File: config.mk
export PLATFORM = sky130hd
export DESIGN_NAME = pwm_capture
export DESIGN_NICKNAME = d
export VERILOG_FILES = /design/src/rtl/pwm_capture.sv
export SDC_FILE = /design/constraint.sdc
export NUM_CORES = 1
export LEC_CHECK = 0
export CAP_MARGIN = 20
export CORE_MARGIN = 4
export CORE_UTILIZATION = 55
export CTS_CLUSTER_SIZE = 40
export DETAILED_ROUTE_END_ITERATION = 6
export PLACE_DENSITY_LB_ADDON = 0.25
export REMOVE_ABC_BUFFERS = 1
export SLEW_MARGIN = 15
export SYNTH_ARGS = -nofsm -noshare
export SYNTH_HDL_FRONTEND = slang
export SYNTH_SLANG_ARGS = --single-unit
File: constraint.sdc
create_clock -name i_clk -period 9.2 [get_ports i_clk]
set_input_delay 2.76 -clock i_clk [delete_from_list [all_inputs] [get_ports i_clk]]
set_output_delay 2.76 -clock i_clk [all_outputs]
set_load 0.05 [all_outputs]
File: src/rtl/pwm_capture.sv
// pwm_capture: measures PWM period/high time (i_clk cycles) over N periods; 2-bit register read side.
// Latency: pin edges act SYNC_STAGES+1 cycles later, read data 1 cycle after i_re; no backpressure, all accesses accepted.
module pwm_capture #(
    parameter int CNT_W       = 16,
    parameter int SYNC_STAGES = 2
) (
    input  logic             i_clk,
    input  logic             i_rst,
    input  logic             i_start,
    input  logic             i_pwm,
    input  logic             i_we,
    input  logic             i_re,
    input  logic [1:0]       i_addr,
    input  logic [CNT_W-1:0] i_wdata,
    output logic [CNT_W-1:0] o_rdata,
    output logic             o_rvalid,
    output logic             o_busy,
    output logic             o_capture_end
);

    typedef enum logic [1:0] {
        S_IDLE,
        S_WAIT_RISE,
        S_MEASURE,
        S_DONE
    } state_t;

    localparam logic [CNT_W-1:0] CNT_MAX = {CNT_W{1'b1}};
    localparam logic [CNT_W-1:0] CNT_ONE = CNT_W'(1);

    state_t                   state;
    logic [SYNC_STAGES-1:0]   sync_q;
    logic                     pwm_q;
    logic                     pwm_s;
    logic                     rise;
    logic                     fall;
    logic [CNT_W-1:0]         cnt;
    logic [CNT_W-1:0]         count;
    logic [CNT_W-1:0]         target;
    logic [CNT_W-1:0]         period_q;
    logic [CNT_W-1:0]         high_q;
    logic                     done_q;
    logic                     ovf_q;
    logic                     seen_fall;
    logic                     tgt_wr;
    logic [CNT_W-1:0]         rd_mux;

    always_ff @(posedge i_clk or posedge i_rst) begin
        if (i_rst) begin
            sync_q <= '0;
            pwm_q  <= 1'b0;
        end else begin
            sync_q <= {sync_q[SYNC_STAGES-2:0], i_pwm};
            pwm_q  <= sync_q[SYNC_STAGES-1];
        end
    end

    assign pwm_s = sync_q[SYNC_STAGES-1];
    assign rise  = pwm_s & ~pwm_q;
    assign fall  = ~pwm_s & pwm_q;

    // A write arriving together with i_start belongs to the capture being armed.
    assign tgt_wr = i_we && (i_addr == 2'd2) && (!o_busy || i_start);

    always_ff @(posedge i_clk or posedge i_rst) begin
        if (i_rst) begin
            target <= CNT_ONE;
        end else if (tgt_wr) begin
            target <= (i_wdata == '0) ? CNT_ONE : i_wdata;
        end
    end

    always_ff @(posedge i_clk or posedge i_rst) begin
        if (i_rst) begin
            state         <= S_IDLE;
            cnt           <= '0;
            count         <= '0;
            period_q      <= '0;
            high_q        <= '0;
            done_q        <= 1'b0;
            ovf_q         <= 1'b0;
            seen_fall     <= 1'b0;
            o_busy        <= 1'b0;
            o_capture_end <= 1'b0;
        end else begin
            o_capture_end <= 1'b0;
            if (i_start) begin
                state  <= S_WAIT_RISE;
                o_busy <= 1'b1;
                done_q <= 1'b0;
                ovf_q  <= 1'b0;
                count  <= '0;
                cnt    <= '0;
            end else begin
                case (state)
                    S_IDLE: ;
                    S_WAIT_RISE: begin
                        if (rise) begin
                            state     <= S_MEASURE;
                            cnt       <= '0;
                            seen_fall <= 1'b0;
                        end
                    end
                    S_MEASURE: begin
                        // Saturation wins over a coincident rise: that period is unrepresentable.
                        if (cnt == CNT_MAX) begin
                            period_q      <= CNT_MAX;
                            if (!seen_fall) high_q <= CNT_MAX;
                            ovf_q         <= 1'b1;
                            done_q        <= 1'b1;
                            o_capture_end <= 1'b1;
                            o_busy        <= 1'b0;
                            state         <= S_DONE;
                        end else begin
                            cnt <= cnt + CNT_ONE;
                            if (fall) begin
                                high_q    <= cnt + CNT_ONE;
                                seen_fall <= 1'b1;
                            end
                            if (rise) begin
                                period_q  <= cnt + CNT_ONE;
                                count     <= count + CNT_ONE;
                                cnt       <= '0;
                                seen_fall <= 1'b0;
                                if (count + CNT_ONE == target) begin
                                    state         <= S_DONE;
                                    done_q        <= 1'b1;
                                    o_capture_end <= 1'b1;
                                    o_busy        <= 1'b0;
                                end
                            end
                        end
                    end
                    S_DONE: ;
                    default: state <= S_IDLE;
                endcase
            end
        end
    end

    always_comb begin
        rd_mux = '0;
        case (i_addr)
            2'd0:    rd_mux = period_q;
            2'd1:    rd_mux = high_q;
            2'd2:    rd_mux = target;
            default: rd_mux = {{(CNT_W-3){1'b0}}, ovf_q, o_busy, done_q};
        endcase
    end

    always_ff @(posedge i_clk or posedge i_rst) begin
        if (i_rst) begin
            o_rdata  <= '0;
            o_rvalid <= 1'b0;
        end else begin
            o_rvalid <= i_re;
            if (i_re) o_rdata <= rd_mux;
        end
    end

endmodule

==> reports/results.ini, run 1 <==
[outcome]
run_status=complete, no violations

[logic_synthesis]
synth-async-reset-ratio=1.00
synth_compound_area_frac=0.157
synth.avg_cell_area_um2=10.3
synth_ff_type=dfrtp_1
yosysSeqAreaShare=0.486
synthCells=537
synth_edf_count=0
synth_simple_gate_area_share=0.172
yosys.area.top_type=dfrtp_1
ys_warn_count=0
ys_ff_latch=107
synthTopCellsByArea=dfrtp_1 48%, nor2_1 5.4%, xor2_1 4.1%
synth-xor-area-share=0.0699
synth_area_mm2=0.00552
yosys.cell_types.count=69
synth_adder_area_share=0.00907
synth_top_family_by_area=simple AND/OR/NAND/NOR gates
synth.mux.area_fraction=0.0724
yosysTopAreaCellShare=0.481

[timing]
drv_slew=0
finClkSkew_ps=19.3
holdWs_ps=365
worstMarginPinSlew_ps=1020
fmax_ghz=0.210
rsz0062_at_grt=no
max_slew_margin=0.320
min_period_ps=4760
setup_viol=0
setup_ws_ps=4440
tns_ps=0
period_share=0.518
finalHoldViolations=0

[placed_design]
place_inst=685
post-place-ws_ps=3990
dpl_cell_area_mm2=0.00599
hpwl_um=8800
port_buffers=42
place.gp.congestion=0.839

[setup_path]
rr_endpoint=cnt[7]
cpPeakStageDelay_ps=980
crit_top_cell=a21oi_1
worstPathMaxFanout=18
cp_top_family=simple AND/OR/NAND/NOR gates
rr_startpoint=cnt[0]
endpoint_kind=flip-flop
r2r_cells=7
cpMaxStageDelayCell=nor2b_1
regToRegSetupSlack_ps=5800
path_buf_inv=1
worstPathRequired_ps=9500
critPathKind=in2reg
path_cells=clkdlybuf4s50_1 -> nor2b_1 -> a21oi_1 -> a21oi_1
worstPathArrival_ps=5070
critPathLaunchType=primary input

[worst_hold_path]
hold_class=reg2reg
min_to=sync_q[1]
hold-path-cell-count=0
hp-start=sync_q[0]

[pwr]
seqPwrFrac=0.524
p_leak_nw=2.57
power.density_mw_per_mm2=186
pwr-share-comb=0.224
p_sw_uw=379
p_clk_frac=0.252
internal-power_uw=777
finalPower_mw=1.16
vdd.ir_drop.worst_mv=0.102
p_sw_frac=0.328

[layout]
mostFrequentLayoutCells=106 x dfrtp_1, 80 x nor2_1, 42 x clkdlybuf4s50_1, 34 x a21oi_1, 32 x nand2_1
fin_area_mm2=0.00620
diodes=0
drive_gt1_frac=0.127
final_util=0.635
final-instance-count-excl-fill=702
multi_input_area_mm2=0.00265
area.sequential_mm2=0.00268
final_nets=592
syn_to_final_growth_pct=12.4
n_fill_cell=794
final_common_cell=dfrtp_1

[global_routing]
grt_max_degree=59
overflow=0
grt_pass1_vias=3850
grt_pass1_wl_um=20300
antenna_found_initial=0
grtUsageTotal=0.225

[routing]
drt-initial-drc-count=240
ant_nets=0
drc_errors=0
wl_per_cell_um=17.9
vias=4181
drt_wl_total_um=12600
first_pass_iters=5
routed_via_density=5.96

[flow_run]
maxCapViolCount=0

[clock_tree]
cts_root_buffer=clkbuf_8
hold_buffers=0
path_clk_slew_ps=110
postCtsSetupBuffers=0
cts_sinks=107
numCtsBuffers=9
htree_levels=3
cts_tree=yes
cts.path.max_buffers=2
ctsResizeCount=0
clk_latency_ps=380

[floorplanning]
coreArea_mm2=0.00977
fp.dieH_um=108
rows=36
initial_core_util=0.564
num_io_pins=43
die_w_um=108
die-area_mm2=0.0117

[layout make-up]
class	count	share of cell area
Inverter	8	0.00525
Tap cell	133	0.0268
Clock inverter	7	0.0129
Sequential cell	107	0.432
Clock buffer	9	0.0200
Timing Repair Buffer	49	0.0763
Multi-Input combinational cell	389	0.427
[how the worst max path moves through the flow]
| stage | slack, ps | depth (start not counted) | start | endpoint |
|---|---|---|---|---|
| 2_1_floorplan | 3620 | 1 | i_rst | cnt[0] |
| 3_3_place_gp | 4180 | 4 | i_addr[1] | o_rdata[4] |
| 3_5_place_dp | 3990 | 4 | i_addr[1] | o_rdata[13] |
| 4_1_cts | 4400 | 4 | i_addr[1] | o_rdata[13] |
| 5_1_grt | 4290 | 4 | i_addr[1] | o_rdata[8] |
| 6_report | 4440 | 4 | i_addr[1] | o_rdata[13] |
[state kept, by name, summed over array words and instances (netlist names), 2 cells and up]
name / count
cnt: 16
target: 16
count: 16
sync_q: 2
period_q: 16
high_q: 16
state: 2
o_rdata: 16
[worst reg2reg max path, stage by stage (launching register included)]
cell and delay [ps]:
dfrtp_1 540, ha_1 350, nand3_2 180, nor3_4 320, nand2_1 590, a221oi_2 1010
o21ai_0 220, o31ai_1 110
[layer usage]
layer,GRT usage,share of wire
met5,0,0
met4,0.0721,0.019
met3,0.0382,0.056
met2,0.348,0.47
met1,0.325,0.46
[power by group through the flow]
stage          sequential [mW]  combinational (mW)  clock (mW)
2_1_floorplan            0.635               0.147           0
3_3_place_gp             0.612               0.252           0
3_5_place_dp             0.614               0.259           0
4_1_cts                  0.605               0.261       0.298
5_1_grt                  0.614               0.282       0.314
6_report                 0.606               0.259       0.291
[cell usage after synthesis, types with 2 or more instances]
cell type  number
a21oi_1        34
a211oi_1        2
nor4_1          5
dfrtp_1       106
nand2_1        32
a31oi_1        18
nand2b_1        5
mux2i_1        14
a2bb2oi_2      10
o21ai_1         3
a211o_1         2
o211ai_1        2
and2_1          2
nand4_2         2
or4_1           2
mux4_2          3
o21ai_0        17
nor2b_1         9
inv_1           8
ha_1            4
nand4_1        12
clkbuf_1       14
buf_4           3
buf_2          14
a2bb2oi_1       6
nand3_1        12
a22oi_1         2
mux2_2         17
xnor2_1        18
xor2_1         26
and4_1          2
nor3_1          8
nor2_1         80
and3_1          5
o31ai_1         3
a21boi_0        2
[cell families after synthesis]
family / count (synthesis)
simple gates: 189
mux: 34
fa+ha+maj: 4
flops: 107
buf+inv: 41
compound gates: 118
xor+xnor: 44
Note: power is estimated with default switching activity, not from simulation.
==> inputs of run 2 (changes only) <==
- CORE_UTILIZATION: 55 -> 53
- clock period: 9.2 -> 3.8 ns (I/O delays scaled with it)
==> run 2 against run 1 <==
  * Cell count up 0.71%
  * Clock skew shrank 0.96 ps
  * Clock power increased by 140%
  * Via count down 0.22%
  * Hold slack better by 6.1 ps
  * Core utilization decreased by 0.58 points
  * Critical path type is now reg2reg
  * Highest routed layer unchanged
==> reports/results.ini, run 2 (same netlist as run 1, synthesis figures left out) <==
[timing]
rsz0062_at_grt=no
drv_slew=0
holdWs_ps=371
finalHoldViolations=0
fmax_ghz=0.352
finClkSkew_ps=18.3
worstMarginPinSlew_ps=788
min_period_ps=2840
setup_viol=0
tns_ps=0
period_share=0.747
max_slew_margin=0.474

[placed_design]
place_inst=690
place.gp.congestion=0.918
port_buffers=42
hpwl_um=9020

[layout]
syn_to_final_growth_pct=13.4
final_common_cell=dfrtp_1
drive_gt1_frac=0.134
diodes=0
final-instance-count-excl-fill=707
mostFrequentLayoutCells=106 x dfrtp_1, 80 x nor2_1, 42 x clkdlybuf4s50_1, 34 x a21oi_1, 32 x nand2_1
n_fill_cell=802
final_nets=597
final_util=0.629

[routing]
first_pass_iters=4
drc_errors=0
dr_wl_met2_um=5740
wl_met1_um=5780
routed_via_density=5.90
ant_nets=0
drt-initial-drc-count=222
wl_per_cell_um=17.7
drt_wl_total_um=12500
vias=4172
dr_wl_met3_um=769
top_layer=met4

[worst_hold_path]
hold-path-cell-count=0
hold_class=reg2reg
hp-start=sync_q[0]

[flow_run]
maxCapViolCount=0

[global_routing]
overflow=0
grtUsageTotal=0.222
grt_pass1_vias=4058
antenna_found_initial=0
grt_max_degree=57
grt_pass1_wl_um=20600

[floorplanning]
rows=36
coreArea_mm2=0.00995
initial_core_util=0.554
fp.dieH_um=110
die-area_mm2=0.0121
num_io_pins=43
die_w_um=110

[setup_path]
path_buf_inv=1
r2r_cells=8
worstPathMaxFanout=32
path_cells=ha_1 -> nand3_2 -> nor3_4 -> nand2_1 -> a21oi_2 -> buf_4 -> nor2_1 -> a31oi_1
cpPeakStageDelay_ps=540
cpMaxStageDelayCell=nand2_1
worstPathRequired_ps=4080
worstPathArrival_ps=3120
cp_top_family=simple AND/OR/NAND/NOR gates
critPathLaunchType=flip-flop
cp-startpoint=cnt[0]
cp.depth=8
endpoint_kind=flip-flop
rr_startpoint=cnt[0]
critPathKind=reg2reg

[clock_tree]
path_clk_slew_ps=110
htree_levels=3
cts.path.max_buffers=2
cts_root_buffer=clkbuf_8
cts_tree=yes
numCtsBuffers=9
postCtsSetupBuffers=0
clk_latency_ps=380
hold_buffers=0
ctsResizeCount=0
cts_sinks=107

[pwr]
power.density_mw_per_mm2=449
vdd.ir_drop.worst_mv=0.230
finalPower_mw=2.81
p_leak_nw=2.60

[outcome]
run_status=complete, no violations

-- run 2: worst register-to-register path, stage by stage (launching register included) --
cell	delay, ps
dfrtp_1	520
ha_1	320
nand3_2	170
nor3_4	320
nand2_1	540
a21oi_2	300
buf_4	330
nor2_1	80
a31oi_1	170
-- run 2: layer usage --
| metal | GRT usage | up-vias |
|---|---|---|
| met5 | 0 | - |
| met4 | 0.0525 | 0 |
| met3 | 0.0349 | 20 |
| met2 | 0.348 | 124 |
| met1 | 0.326 | 2045 |
| li1 | - | 1983 |
-- run 2: power by group --
| part | switching, mW | leakage, nW | total [mW] | internal [mW] |
|---|---|---|---|---|
| registers | 0.148 | 1.38 | 1.47 | 1.32 |
| logic | 0.326 | 1.11 | 0.633 | 0.307 |
| clock network | 0.442 | 0.105 | 0.709 | 0.267 |
| total | 0.917 | 2.60 | 2.81 | 1.89 |
-- run 2: area by class of cell --
type                    count  area, µm²  area share
clock buffers               9        124      0.0198
inverters                   8       32.5     0.00520
repair buffers             54        523      0.0836
clock inverters             7       86.3      0.0138
multi-input cells         389       2650       0.423
flip-flops and latches    107       2680       0.428
well taps                 133        166      0.0266
-- run 2: worst paths after layout --
path                          endpoint  slack [ps]
max in group asynchronous    target[0]        1850
hold reg to reg              sync_q[1]         370
setup / recovery           period_q[1]         960
setup reg to reg           period_q[1]         960
hold / removal               sync_q[1]         370
min in group asynchronous     state[1]        1240
-- run 2: metrics by stage --
step	instance area, µm²	worst slack [ps]
after floorplan	5360	-156
after global placement	6040	917
after detailed placement	6040	859
after CTS	6250	959
after global routing	6260	682
final	6260	962
